**config.mk**
```make
export PLATFORM = sky130hd
export DESIGN_NAME = step_tracker
export DESIGN_NICKNAME = d
export VERILOG_FILES = /design/src/rtl/stepper_pkg.sv /design/src/rtl/sync_edge.sv /design/src/rtl/step_tracker.sv
export SDC_FILE = /design/constraint.sdc
export NUM_CORES = 1
export LEC_CHECK = 0
export CORE_ASPECT_RATIO = 0.8
export CORE_UTILIZATION = 59
export CTS_CLUSTER_DIAMETER = 80
export DETAILED_ROUTE_END_ITERATION = 8
export PLACE_DENSITY = 0.85
export SYNTH_ARGS = -nofsm -noshare
export SYNTH_HDL_FRONTEND = slang
export SYNTH_SLANG_ARGS = --single-unit
```
**constraint.sdc**
```tcl
create_clock -name clk_100M -period 10.49 [get_ports clk_100M]
set_input_delay 2.098 -clock clk_100M [delete_from_list [all_inputs] [get_ports clk_100M]]
set_output_delay 2.098 -clock clk_100M [all_outputs]
set_load 0.03 [all_outputs]
```
**src/rtl/stepper_pkg.sv**
```systemverilog
// Shared constants and types for the stepper motor lines.
// Imported by the step tracker and the future motion controller.
package stepper_pkg;

  localparam int unsigned POS_W_DEF   = 32;
  localparam int unsigned TIMEOUT_DEF = 1_000_000;

  typedef logic signed [POS_W_DEF-1:0] pos_t;

  // Idle (inactive) levels of the driver lines
  localparam logic STEP_IDLE  = 1'b0;
  localparam logic DIR_IDLE   = 1'b0;
  localparam logic NHOME_IDLE = 1'b1;
  localparam logic NFLT_IDLE  = 1'b1;

endpackage

```
**src/rtl/sync_edge.sv**
```systemverilog
// Multi-flop synchronizer with registered rise/fall pulses aligned to the synchronized level.
// RST_LVL should be the line's idle level so that reset release never produces an edge.
module sync_edge #(
  parameter int unsigned STAGES  = 2,
  parameter logic        RST_LVL = 1'b0
) (
  input  logic clk_100M,
  input  logic nrst,
  input  logic d_in,
  output logic q,
  output logic rise,
  output logic fall
);

  logic [STAGES-1:0] sync_q, sync_d;
  logic              rise_q, rise_d;
  logic              fall_q, fall_d;

  // Edges are taken from the last two stages so the pulse lines up with q changing
  always_comb begin
    sync_d = {sync_q[STAGES-2:0], d_in};
    rise_d = sync_q[STAGES-2] & ~sync_q[STAGES-1];
    fall_d = ~sync_q[STAGES-2] & sync_q[STAGES-1];
  end

  always_ff @(posedge clk_100M or negedge nrst) begin
    if (!nrst) begin
      sync_q <= {STAGES{RST_LVL}};
      rise_q <= 1'b0;
      fall_q <= 1'b0;
    end else begin
      sync_q <= sync_d;
      rise_q <= rise_d;
      fall_q <= fall_d;
    end
  end

  assign q    = sync_q[STAGES-1];
  assign rise = rise_q;
  assign fall = fall_q;

endmodule

```
**src/rtl/step_tracker.sv**
```systemverilog
// Passive monitor of STEP/DIR/nHOME/nFAULT: reconstructs position, step period,
// motion status, home capture and a sticky driver fault for the scan controller.
module step_tracker
  import stepper_pkg::*;
#(
  parameter int unsigned POS_W       = POS_W_DEF,
  parameter int unsigned PER_W       = 24,
  parameter int unsigned SYNC_STAGES = 2,
  parameter int unsigned TIMEOUT     = TIMEOUT_DEF
) (
  input  logic             clk_100M,
  input  logic             nrst,
  input  logic             step_in,
  input  logic             dir_in,
  input  logic             nhome_in,
  input  logic             nflt_in,
  input  logic             zero_on_home,
  input  logic             clr,
  output logic [POS_W-1:0] position,
  output logic             pos_valid,
  output logic [PER_W-1:0] step_period,
  output logic             period_valid,
  output logic             moving,
  output logic             home_seen,
  output logic [POS_W-1:0] home_pos,
  output logic             fault,
  output logic             fault_latched
);

  localparam logic [PER_W-1:0] PER_MAX     = {PER_W{1'b1}};
  localparam logic [PER_W-1:0] TIMEOUT_CNT = PER_W'(TIMEOUT - 1);

  logic step_s, step_rise, step_fall;
  logic dir_s, dir_rise, dir_fall;
  logic nhome_s, nhome_rise, nhome_fall;
  logic nflt_s, nflt_rise, nflt_fall;
  logic unused_sync;

  sync_edge #(.STAGES(SYNC_STAGES), .RST_LVL(STEP_IDLE)) u_sync_step (
    .clk_100M (clk_100M),
    .nrst     (nrst),
    .d_in     (step_in),
    .q        (step_s),
    .rise     (step_rise),
    .fall     (step_fall)
  );

  sync_edge #(.STAGES(SYNC_STAGES), .RST_LVL(DIR_IDLE)) u_sync_dir (
    .clk_100M (clk_100M),
    .nrst     (nrst),
    .d_in     (dir_in),
    .q        (dir_s),
    .rise     (dir_rise),
    .fall     (dir_fall)
  );

  sync_edge #(.STAGES(SYNC_STAGES), .RST_LVL(NHOME_IDLE)) u_sync_nhome (
    .clk_100M (clk_100M),
    .nrst     (nrst),
    .d_in     (nhome_in),
    .q        (nhome_s),
    .rise     (nhome_rise),
    .fall     (nhome_fall)
  );

  sync_edge #(.STAGES(SYNC_STAGES), .RST_LVL(NFLT_IDLE)) u_sync_nflt (
    .clk_100M (clk_100M),
    .nrst     (nrst),
    .d_in     (nflt_in),
    .q        (nflt_s),
    .rise     (nflt_rise),
    .fall     (nflt_fall)
  );

  assign unused_sync = ^{step_s, step_fall, dir_rise, dir_fall, nhome_s, nhome_rise,
                         nflt_rise, nflt_fall};

  logic [POS_W-1:0] position_q, position_d, pos_after;
  logic             pos_valid_q, pos_valid_d;
  logic [PER_W-1:0] per_cnt_q, per_cnt_d, per_cnt_inc;
  logic [PER_W-1:0] step_period_q, step_period_d;
  logic             period_valid_q, period_valid_d;
  logic             ref_valid_q, ref_valid_d;
  logic             moving_q, moving_d;
  logic             home_seen_q, home_seen_d;
  logic [POS_W-1:0] home_pos_q, home_pos_d;
  logic             fault_latched_q, fault_latched_d;
  logic             fault_s;

  assign fault_s = ~nflt_s;

  always_comb begin
    pos_after = position_q;
    if (step_rise) begin
      pos_after = dir_s ? position_q + POS_W'(1) : position_q - POS_W'(1);
    end
    per_cnt_inc = (per_cnt_q == PER_MAX) ? per_cnt_q : per_cnt_q + PER_W'(1);

    position_d     = pos_after;
    pos_valid_d    = step_rise;
    home_seen_d    = home_seen_q;
    home_pos_d     = home_pos_q;
    per_cnt_d      = per_cnt_inc;
    step_period_d  = step_period_q;
    period_valid_d = 1'b0;
    ref_valid_d    = ref_valid_q;
    moving_d       = moving_q;

    // home_pos sees the same-cycle step even when zeroing discards it
    if (nhome_fall) begin
      home_pos_d  = pos_after;
      home_seen_d = 1'b1;
      if (zero_on_home) begin
        position_d = '0;
      end
    end

    if (step_rise) begin
      step_period_d  = per_cnt_inc;
      per_cnt_d      = '0;
      period_valid_d = ref_valid_q;
      ref_valid_d    = 1'b1;
      moving_d       = 1'b1;
    end else if (per_cnt_q == TIMEOUT_CNT) begin
      moving_d    = 1'b0;
      ref_valid_d = 1'b0;
    end

    if (clr) begin
      position_d     = '0;
      pos_valid_d    = 1'b0;
      home_seen_d    = 1'b0;
      home_pos_d     = '0;
      per_cnt_d      = '0;
      step_period_d  = step_period_q;
      period_valid_d = 1'b0;
      ref_valid_d    = 1'b0;
      moving_d       = 1'b0;
    end

    // An active fault overrides clr
    fault_latched_d = fault_s | (fault_latched_q & ~clr);
  end

  always_ff @(posedge clk_100M or negedge nrst) begin
    if (!nrst) begin
      position_q      <= '0;
      pos_valid_q     <= 1'b0;
      per_cnt_q       <= '0;
      step_period_q   <= '0;
      period_valid_q  <= 1'b0;
      ref_valid_q     <= 1'b0;
      moving_q        <= 1'b0;
      home_seen_q     <= 1'b0;
      home_pos_q      <= '0;
      fault_latched_q <= 1'b0;
    end else begin
      position_q      <= position_d;
      pos_valid_q     <= pos_valid_d;
      per_cnt_q       <= per_cnt_d;
      step_period_q   <= step_period_d;
      period_valid_q  <= period_valid_d;
      ref_valid_q     <= ref_valid_d;
      moving_q        <= moving_d;
      home_seen_q     <= home_seen_d;
      home_pos_q      <= home_pos_d;
      fault_latched_q <= fault_latched_d;
    end
  end

  assign position      = position_q;
  assign pos_valid     = pos_valid_q;
  assign step_period   = step_period_q;
  assign period_valid  = period_valid_q;
  assign moving        = moving_q;
  assign home_seen     = home_seen_q;
  assign home_pos      = home_pos_q;
  assign fault         = fault_s;
  assign fault_latched = fault_latched_q;

endmodule

```
**Word level (Yosys, flattened, before mapping)**

Cells that the tools add are included.

- Bits in registers: 127
- Memory bits (read-only): 0
- Bits in latches: 0
- Input port bits: 8
- Word-level logic and storage cells: 49
- Output and inout bits: 94
- Bits in writable memories: 0
- Memories kept: 0

- Mux-type cells: 18
- Reduce and logical (&&, ||, !) cells: 3
- Eq/ne operators: 2
- Bitwise operators: 8
- Add/sub/neg operators: 3
- $mul: 0
- Shift operators: 0
- Order comparisons: 0
- Divide/modulo/power cells: 0

Operators with widths:

| operator | count |
|---|---|
| $mux 32 | 7 |
| $mux 24 | 3 |
| $add 32x1->32 const B | 1 |
| $sub 32x1->32 const B | 1 |
| $add 24x1->24 const B | 1 |
| $eq 24x20->1 const B | 1 |
| $eq 24x24->1 const B | 1 |
| $mux 1 | 8 |
| $not 1->1 | 4 |
| $and 1x1->1 | 3 |
| $reduce_bool 3->1 | 1 |
| $reduce_and 2->1 | 1 |
| $reduce_bool 2->1 | 1 |
| $or 1x1->1 | 1 |

**Logic depth before layout (Yosys ltp)**

Gate-level depths: netlist of run 1.

- Word-level depth: 6
- Depth in mapped cells: 11
- Depth with buffers taken out: 10

**By module**

Synthesis of run 1 repeated with hierarchy kept, for this count alone.

- Cell total of the unflattened synthesis: 744
- Area, all modules: 7141.8 um^2

Modules (own cells, without submodules):

| module | cells each | instances | area each (um^2) | seq. area each (um^2) |
|---|---|---|---|---|
| step_tracker | 720 | 1 | 6676.4 | 2927.8 |
| sync_edge at u_sync_nflt ... | 6 | 2 | 117.6 | 102.6 |
| sync_edge at u_sync_dir ... | 6 | 2 | 115.1 | 100.1 |

**Worst setup path after synthesis of run 1**

No wires, ideal clock.

- Kind: reg2reg
- From: reg u_sync_dir.sync_q[1]
- To: reg home_pos_q[29] (netlist: home_pos[29])
- Data arrival time: 3330 ps
- Data required time: 10394 ps
- Buffers on the path: 0
- Setup slack: 7064 ps
- Cell stages (with the launch flop): 11
- Path through: dfrtp_1 inv_1 ha_1 a211oi_2 o21bai_1 o31a_1 a211o_1 a2111oi_4 o31ai_2 mux2_4 a311oi_2

- Cells in the longest elaborated chain, start to end: 4

Ends and longest elaborated chain:

| element | RTL line | source |
|---|---|---|
| start, declared | sync_edge.sv:15 | `logic [STAGES-1:0] sync_q, sync_d;` |
| start signal, assigned | sync_edge.sv:28 | `sync_q <= {STAGES{RST_LVL}};` |
| start signal, assigned | sync_edge.sv:32 | `sync_q <= sync_d;` |
| $mux 32 | step_tracker.sv:95 | `pos_after = dir_s ? position_q + POS_W'(1) : position_q - POS_W'(1);` |
| $mux 32 | step_tracker.sv:94 | `if (step_rise) begin` |
| $mux 32 | step_tracker.sv:110 | `if (nhome_fall) begin` |
| $mux 32 | step_tracker.sv:129 | `if (clr) begin` |
| end signal, assigned | step_tracker.sv:166 | `home_pos_q <= home_pos_d;` |
| end, declared | step_tracker.sv:86 | `logic [POS_W-1:0] home_pos_q, home_pos_d;` |

Every way passes these cells. The select of a mux whose other input is x is not followed.
A chain may end at the register's enable or synchronous reset.

**Worst setup path in the final report of run 1**

- From: in clr
- To: reg home_pos_q[28] (netlist: home_pos[28])

- Cells in the longest elaborated chain, start to end: 1

Ends and longest elaborated chain:

| element | RTL line | source |
|---|---|---|
| start, declared | step_tracker.sv:18 | `input logic clr,` |
| $mux 32 or $reduce_bool 2->1 (tied branches) | n/a |  |

Several ways; a longest one is shown, not always the timed one.

==> results of run 1 <==
==> through the flow <==
step / power, W / setup WS, ns / std cells
after floorplan: 0.000704 / 7.06 / 732
after global placement: 0.000786 / 6.32 / 946
after detailed placement: 0.000793 / 6.27 / 946
after CTS: 0.00139 / 6.71 / 978
after global routing: 0.00144 / 6.51 / 978
final: 0.00139 / 6.68 / 978
==> synthesized netlist by cell type, types with 2 or more instances <==
cell and count:
mux2_4 2, nand2_1 69, nand4_1 13, buf_2 2, o21a_1 4, xor2_1 21, o22ai_1 3, nor3_1 8
nor4_1 4, o21ai_0 38, a311oi_1 5, and3_1 5, a31o_2 6, a31oi_1 7, nand3_1 19, nand2b_1 7
or3_1 4, o31ai_1 4, o21bai_1 2, o211ai_1 3, and2_1 10, mux2i_1 18, a21o_1 19, nand3b_1 2
a22o_1 2, clkbuf_1 31, and4_1 5, o21ai_1 11, a211oi_1 26, ha_1 31, o2111ai_1 2, a21oi_1 47
xnor2_1 23, or2_2 2, a21boi_0 2, a211o_1 6, inv_1 17, buf_1 4, dfrtp_1 123, nor2_1 101
dfstp_2 4, nor2b_1 3
==> cells in the final DEF, fill, tap and decap left out, types with 6 or more instances in the layout <==
master,Yosys,final
dfrtp_1,123,122
nor2_1,101,101
clkdlybuf4s50_1,0,100
nand2_1,69,69
a21oi_1,47,47
o21ai_0,38,38
ha_1,31,31
a211oi_1,26,26
xnor2_1,23,23
xor2_1,21,21
a21o_1,19,19
nand3_1,19,19
mux2i_1,18,18
inv_1,17,17
clkbuf_16,0,17
nand4_1,13,13
o21ai_1,11,11
and2_1,10,10
nor3_1,8,8
nand2b_1,7,7
a31oi_1,7,7
buf_4,0,7
a211o_1,6,6
a31o_2,6,6
==> worst max-delay path, cell delays in order <==
cell and delay (ns):
clkdlybuf4s50_1 0.47, buf_4 0.42, nand2b_1 0.17, buf_4 0.39, inv_1 0.15, nand2_1 0.10
nor2_1 0.05, a21oi_1 0.16, nand2_1 0.06
==> logic make-up after synthesis <==
| family | after synthesis |
|---|---|
| AND/OR/NAND/NOR | 255 |
| adder cells (fa/ha/maj) | 32 |
| flip-flops | 127 |
| XOR/XNOR | 44 |
| AO/OA/AOI/OAI | 197 |
| multiplexers | 21 |
| buffers and inverters | 56 |
==> registers in the layout, indices dropped and copies added (netlist names) <==
| register | flops |
|---|---|
| home_pos | 32 |
| position | 32 |
| per_cnt_q | 24 |
| step_period | 24 |
| u_sync_dir.sync_q | 2 |
| u_sync_nflt.sync_q | 2 |
| u_sync_nhome.sync_q | 2 |
| u_sync_step.sync_q | 2 |
| fault_latched | 1 |
| home_seen | 1 |
| moving | 1 |
| period_valid | 1 |
| pos_valid | 1 |
| u_sync_nhome.fall | 1 |
| u_sync_step.rise | 1 |
==> where the power goes <==
part	internal [W]	leakage, nW	total (W)	switching, W
Combinational	0.0000969	1.81	0.000255	0.000158
Sequential	0.000512	1.71	0.000535	0.0000226
Clock	0.000360	0.289	0.000600	0.000239
Total	0.000969	3.80	0.00139	0.000420
==> area by class of cell <==
class	count	area [µm²]	area share, %
multi-input combinational	549	3470	40.5
sequential	127	3180	37.2
timing repair buffer	107	1050	12.3
clock buffer	18	439	5.13
tap	144	180	2.11
clock inverter	14	158	1.84
inverter	19	71.3	0.834
==> worst max path at each step <==
| stage | slack (ns) | startpoint | endpoint | cells past startpoint |
|---|---|---|---|---|
| after floorplan | 7.06 | u_sync_dir.sync_q[1] | home_pos[29] | 10 |
| final | 6.68 | clr | home_pos[28] | 9 |
| after CTS | 6.71 | clr | home_pos[28] | 9 |
| after global routing | 6.51 | clr | home_pos[28] | 9 |
| after global placement | 6.32 | clr | home_pos[28] | 9 |
| after detailed placement | 6.27 | clr | home_pos[28] | 9 |
==> layer usage <==
layer	track usage [%]	vias to the layer above	share of wire (%)
met5	0	-	0
li1	-	2797	-
met1	44.9	2942	45
met2	49.1	271	46
met4	11.4	0	2.2
met3	6.66	39	6.3
==> run_results.csv, run 1 <==
group,metric,value,unit
sta,finalSetupViolCount,0,
synth,yosysUniqueCellTypes,59,
sta,hold_ws,0.361,ns
detailed_routing,viasPerCell,6.19,
detailed_routing,drt-initial-drc-count,492,
clocking,cts_hold_buf,0,
synth,syn_area,0.00686,mm²
worst_setup_path,rr_endpoint,"position[31]",
min_path,hold_path.class,"flip-flop to flip-flop",
clocking,cts_tree,"built",
detailed_routing,finalWirelength,18.1,mm
run_status,status,"completed",
sta,min_period,3.81,ns
worst_setup_path,start_kind,"input port",
global_routing,grt_start_max_net_pins,78,
global_routing,grt_util_all_layers,32.0,%
power,p_leak,3.80,nW
worst_setup_path,regToRegSetupSlack,6.84,ns
placement,dp.final_hpwl,12.0,mm
detailed_routing,first_pass_iters,7,
sta,fin_skew,0.00488,ns
synth,synth-main-ff-cell,"dfrtp_1",
placement,io_buffers,101,
synth,yosys-top-cells-area,"dfrtp_1 (45%), ha_1 (5.7%), nor2_1 (5.5%), nand2_1 (3.8%), a21oi_1 (3.4%)",
synth,syn_area_per_cell,9.38,µm²
die,die_h,98.5,µm
worst_setup_path,timing_worst_setup_path_type,"input port to flip-flop",
synth,yosys.area_share.simple,16.8,%
layout,final_nets,861,
synth,synth_adder_area_share,5.94,%
sta,slew_headroom,26.7,%
clocking,h-tree-depth,4,
detailed_routing,drt-wirelength-per-cell,18.5,µm
layout,fin_util,77.0,%
detailed_routing,drtAntennaViolNets,0,
min_path,min_to,"u_sync_nflt.sync_q[1]",
worst_setup_path,end_kind,"flip-flop",
die,io_pins,102,
sta,setup_tns,0,ns
layout,diodes,0,
layout,drive_gt1_share,7.43,%
sta,worstMarginPinSlew,1.10,ns
clocking,cts_resized,0,
synth,synth_top_family_by_area,"compound AO/OA/AOI/OAI gates",
worst_setup_path,arrival,4.11,ns
synth,synth_xor_area_share,5.62,%
synth,synth-compound-area-share,18.9,%
power,powerDensity,162,mW/mm²
detailed_routing,vias,6049,
min_path,hp-start,"u_sync_nflt.sync_q[0]",
placement,globalplace.congestion,0.991,
layout,nFillCells,751,
global_routing,antenna_found_initial,0,
worst_setup_path,cp.required,10.79,ns
die,start_util,61.8,%
global_routing,grt_pass1_wl,29.7,mm
global_routing,grt_pass1_vias,5901,
clocking,root_buffer,"clkbuf_16",
die,row_count,34,
clocking,cts_setup_buffers,0,
synth,synth_nets,772,
die,placeableCoreArea,0.0111,mm²
global_routing,overflow,0,
synth,ys.warnings.count,0,
min_path,hold_depth,0,
worst_setup_path,cp_max_fo,50,
power,peakVddDrop,0.000135,V
layout,stdcell_area,0.00855,mm²
clocking,worst_skew_pair.late_latency,0.42,ns
worst_setup_path,timing.rr.start,"u_sync_dir.sync_q[1]",
die,die_x,123,µm
synth,synth_edf_count,0,
clocking,cts.sinks,127,
run,max-cap-violations,0,
detailed_routing,drc_errors,0,
clocking,numCtsBuffers,17,
synth,synthMuxAreaShare,3.23,%
sta,fmax,263,MHz
synth,syn-instance-count,732,
sta,drv_slew,0,
synth,yosysSeqAreaShare,46.4,%
placement,placed_area,0.00796,mm²
synth,yosysTopAreaCellShare,44.8,%
clocking,cts_buffer_depth,2,
clocking,cts.reportedPaths.clkPinSlew,0.06,ns
synth,yosysTopAreaCell,"dfrtp_1",
sta,rsz0062_at_grt,"false",
worst_setup_path,reg2reg_depth,11,
synth,ys_ff_latch,127,
layout,area_growth_syn_to_layout,24.6,%
sta,hold_violations,0,
sta,min_period_over_period,36.3,%
die,dieArea,0.0121,mm²
synth,synth-async-reset-ratio,100,%
Note: power is estimated with default switching activity, not from simulation.
==> run 2: changes to the inputs <==
--- a/config.mk
+++ b/config.mk
@@ -6,10 +6,10 @@
 export NUM_CORES = 1
 export LEC_CHECK = 0
 export CORE_ASPECT_RATIO = 0.8
-export CORE_UTILIZATION = 59
+export CORE_UTILIZATION = 50
 export CTS_CLUSTER_DIAMETER = 80
 export DETAILED_ROUTE_END_ITERATION = 8
-export PLACE_DENSITY = 0.85
+export PLACE_DENSITY = 0.76
 export SYNTH_ARGS = -nofsm -noshare
 export SYNTH_HDL_FRONTEND = slang
 export SYNTH_SLANG_ARGS = --single-unit
==> constraint.sdc (replaced) <==
create_clock -name clk_100M -period 3.3 [get_ports clk_100M]
set_input_delay 0.66 -clock clk_100M [delete_from_list [all_inputs] [get_ports clk_100M]]
set_output_delay 0.66 -clock clk_100M [all_outputs]
set_load 0.03 [all_outputs]
==> run 2 against run 1 <==
Compared with the run above:
- utilization down 9.3 points
- clock skew grew 0.0072 ns
- clock power rose to 2.9 times the previous value
- sequential power rose to 3.2 times the previous value
- critical path depth is 2 higher
- non-clock buffer count rose by 34
- critical endpoint is now home_pos[27]
==> run_results.csv, run 2 (synthesis gave the netlist of run 1 again) <==
group,metric,value,unit
power,powerDensity,486,mW/mm²
sta,drv_slew,0,
sta,rsz0062_at_grt,"true",
global_routing,grt_pass1_wl,30.8,mm
placement,post-place-ws,-0.00766,ns
sta,finalWorstSetupSlack,0.0718,ns
worst_setup_path,end_kind,"flip-flop",
global_routing,antenna_found_initial,0,
worst_setup_path,cp.required,3.61,ns
clocking,cts_tree,"built",
global_routing,grt_pass1_vias,5903,
layout,stdcell_area,0.00888,mm²
sta,fmax,310,MHz
sta,fin_skew,0.0121,ns
detailed_routing,drt-initial-drc-count,513,
die,die_x,133,µm
placement,placed_area,0.00821,mm²
run_status,status,"completed",
worst_setup_path,cp_max_fo,6,
die,placeableCoreArea,0.0131,mm²
sta,hold_ws,0.307,ns
detailed_routing,finalWirelength,18.7,mm
clocking,cts.reportedPaths.clkPinSlew,0.06,ns
layout,final_common_cell,"dfrtp_1",
sta,worstMarginPinSlew,0.781,ns
clocking,worst_skew_pair.late_latency,0.42,ns
power,peakVddDrop,0.000382,V
min_path,hold_path.class,"input port to async pin",
detailed_routing,drc_errors,0,
clocking,root_buffer,"clkbuf_16",
clocking,numCtsBuffers,17,
detailed_routing,viasPerCell,5.77,
sta,min_period,3.23,ns
worst_setup_path,start_kind,"flip-flop",
die,start_util,52.4,%
run,max-cap-violations,0,
detailed_routing,vias,6019,
sta,hold_violations,0,
sta,slew_headroom,48.0,%
layout,area_growth_syn_to_layout,29.3,%
die,dieArea,0.0142,mm²
detailed_routing,drtAntennaViolNets,0,
power,p_leak,3.95,nW
global_routing,overflow,0,
worst_setup_path,timing.rr.start,"u_sync_dir.sync_q[1]",
layout,final_cell_mix,"dfrtp_1 (121), nor2_1 (101), clkdlybuf4s50_1 (100)",
power,finalPower,0.00431,W
detailed_routing,drt-wirelength-per-cell,17.9,µm
die,row_count,37,
placement,io_buffers,101,
layout,final_nets,896,
worst_setup_path,arrival,3.54,ns
worst_setup_path,critPathLaunch,"u_sync_dir.sync_q[1]",
global_routing,grt_util_all_layers,27.9,%
layout,drive_gt1_share,12.7,%
worst_setup_path,timing_worst_setup_path_type,"flip-flop to flip-flop",
sta,finalSetupViolCount,0,
die,io_pins,102,
detailed_routing,first_pass_iters,8,
placement,dp.final_hpwl,13.2,mm
die,die_h,107,µm
clocking,cts_buffer_depth,2,
clocking,h-tree-depth,4,
placement,globalplace.congestion,0.966,
clocking,cts.sinks,127,
global_routing,grt_start_max_net_pins,62,
layout,diodes,0,
sta,min_period_over_period,97.8,%
layout,fin_util,67.7,%
[run 2: metal layers]
layer  up-vias  track usage [%]  share of wire (%)
li1       2861                -                  -
met3        16             5.44                5.9
met1      2948             41.6                 49
met4         0             7.47                1.1
met2       194             41.2                 44
met5         -                0                  0
[run 2: timing repair]
item | in CTS | in global routing
hold buffers | 0 | 0
gates resized for setup | 0 | 16
setup endpoints to repair | 2 | 17
gates cloned | 0 | 1
pin swaps | 0 | 4
buffers inserted | 2 | 6
[run 2: final cells by class]
class | count | area [µm²]
inverters | 19 | 75.1
repair buffers | 141 | 1320
flip-flops and latches | 127 | 3190
repair inverters | 1 | 7.51
multi-input cells | 549 | 3530
well taps | 175 | 219
clock inverters | 12 | 85.1
fillers | 1026 | 4230
clock buffers | 20 | 457
[run 2: report_power, final]
part	total (W)	switching, W	internal (W)	leakage [nW]
Sequential	0.00170	0.0000673	0.00163	1.71
Combinational	0.000882	0.000527	0.000355	1.97
Clock	0.00173	0.000733	0.00100	0.270
[run 2: worst max-delay path, cell delays in order, from the launching register on]
cell        delay (ns)
dfrtp_2           0.44
clkinvlp_4        0.19
buf_4             0.17
ha_1              0.23
a211o_1           0.30
a21oi_2           0.25
inv_2             0.05
a211o_1           0.35
a2111oi_4         0.44
nor2_2            0.07
mux2_4            0.31
a311oi_1          0.31
[run 2: through the flow]
stage	std cells	TNS (ns)
floorplan	732	-0.0651
global placement	1003	0
detailed placement	1003	-0.00766
CTS	1037	0
global route	1044	-0.0781
finish	1044	0
[run 2: path summary, 6_finish.rpt]
check | endpoint | depth (start not counted) | slack (ns)
min in group clk_100M | u_sync_nflt.sync_q[1] | 0 | 0.36
max reg2reg | home_pos[27] | 11 | 0.07
max | home_pos[27] | 11 | 0.07
min reg2reg | u_sync_nflt.sync_q[1] | 0 | 0.36
max in group asynchronous | per_cnt_q[12] | 2 | 2.15
min | position[13] | 1 | 0.31
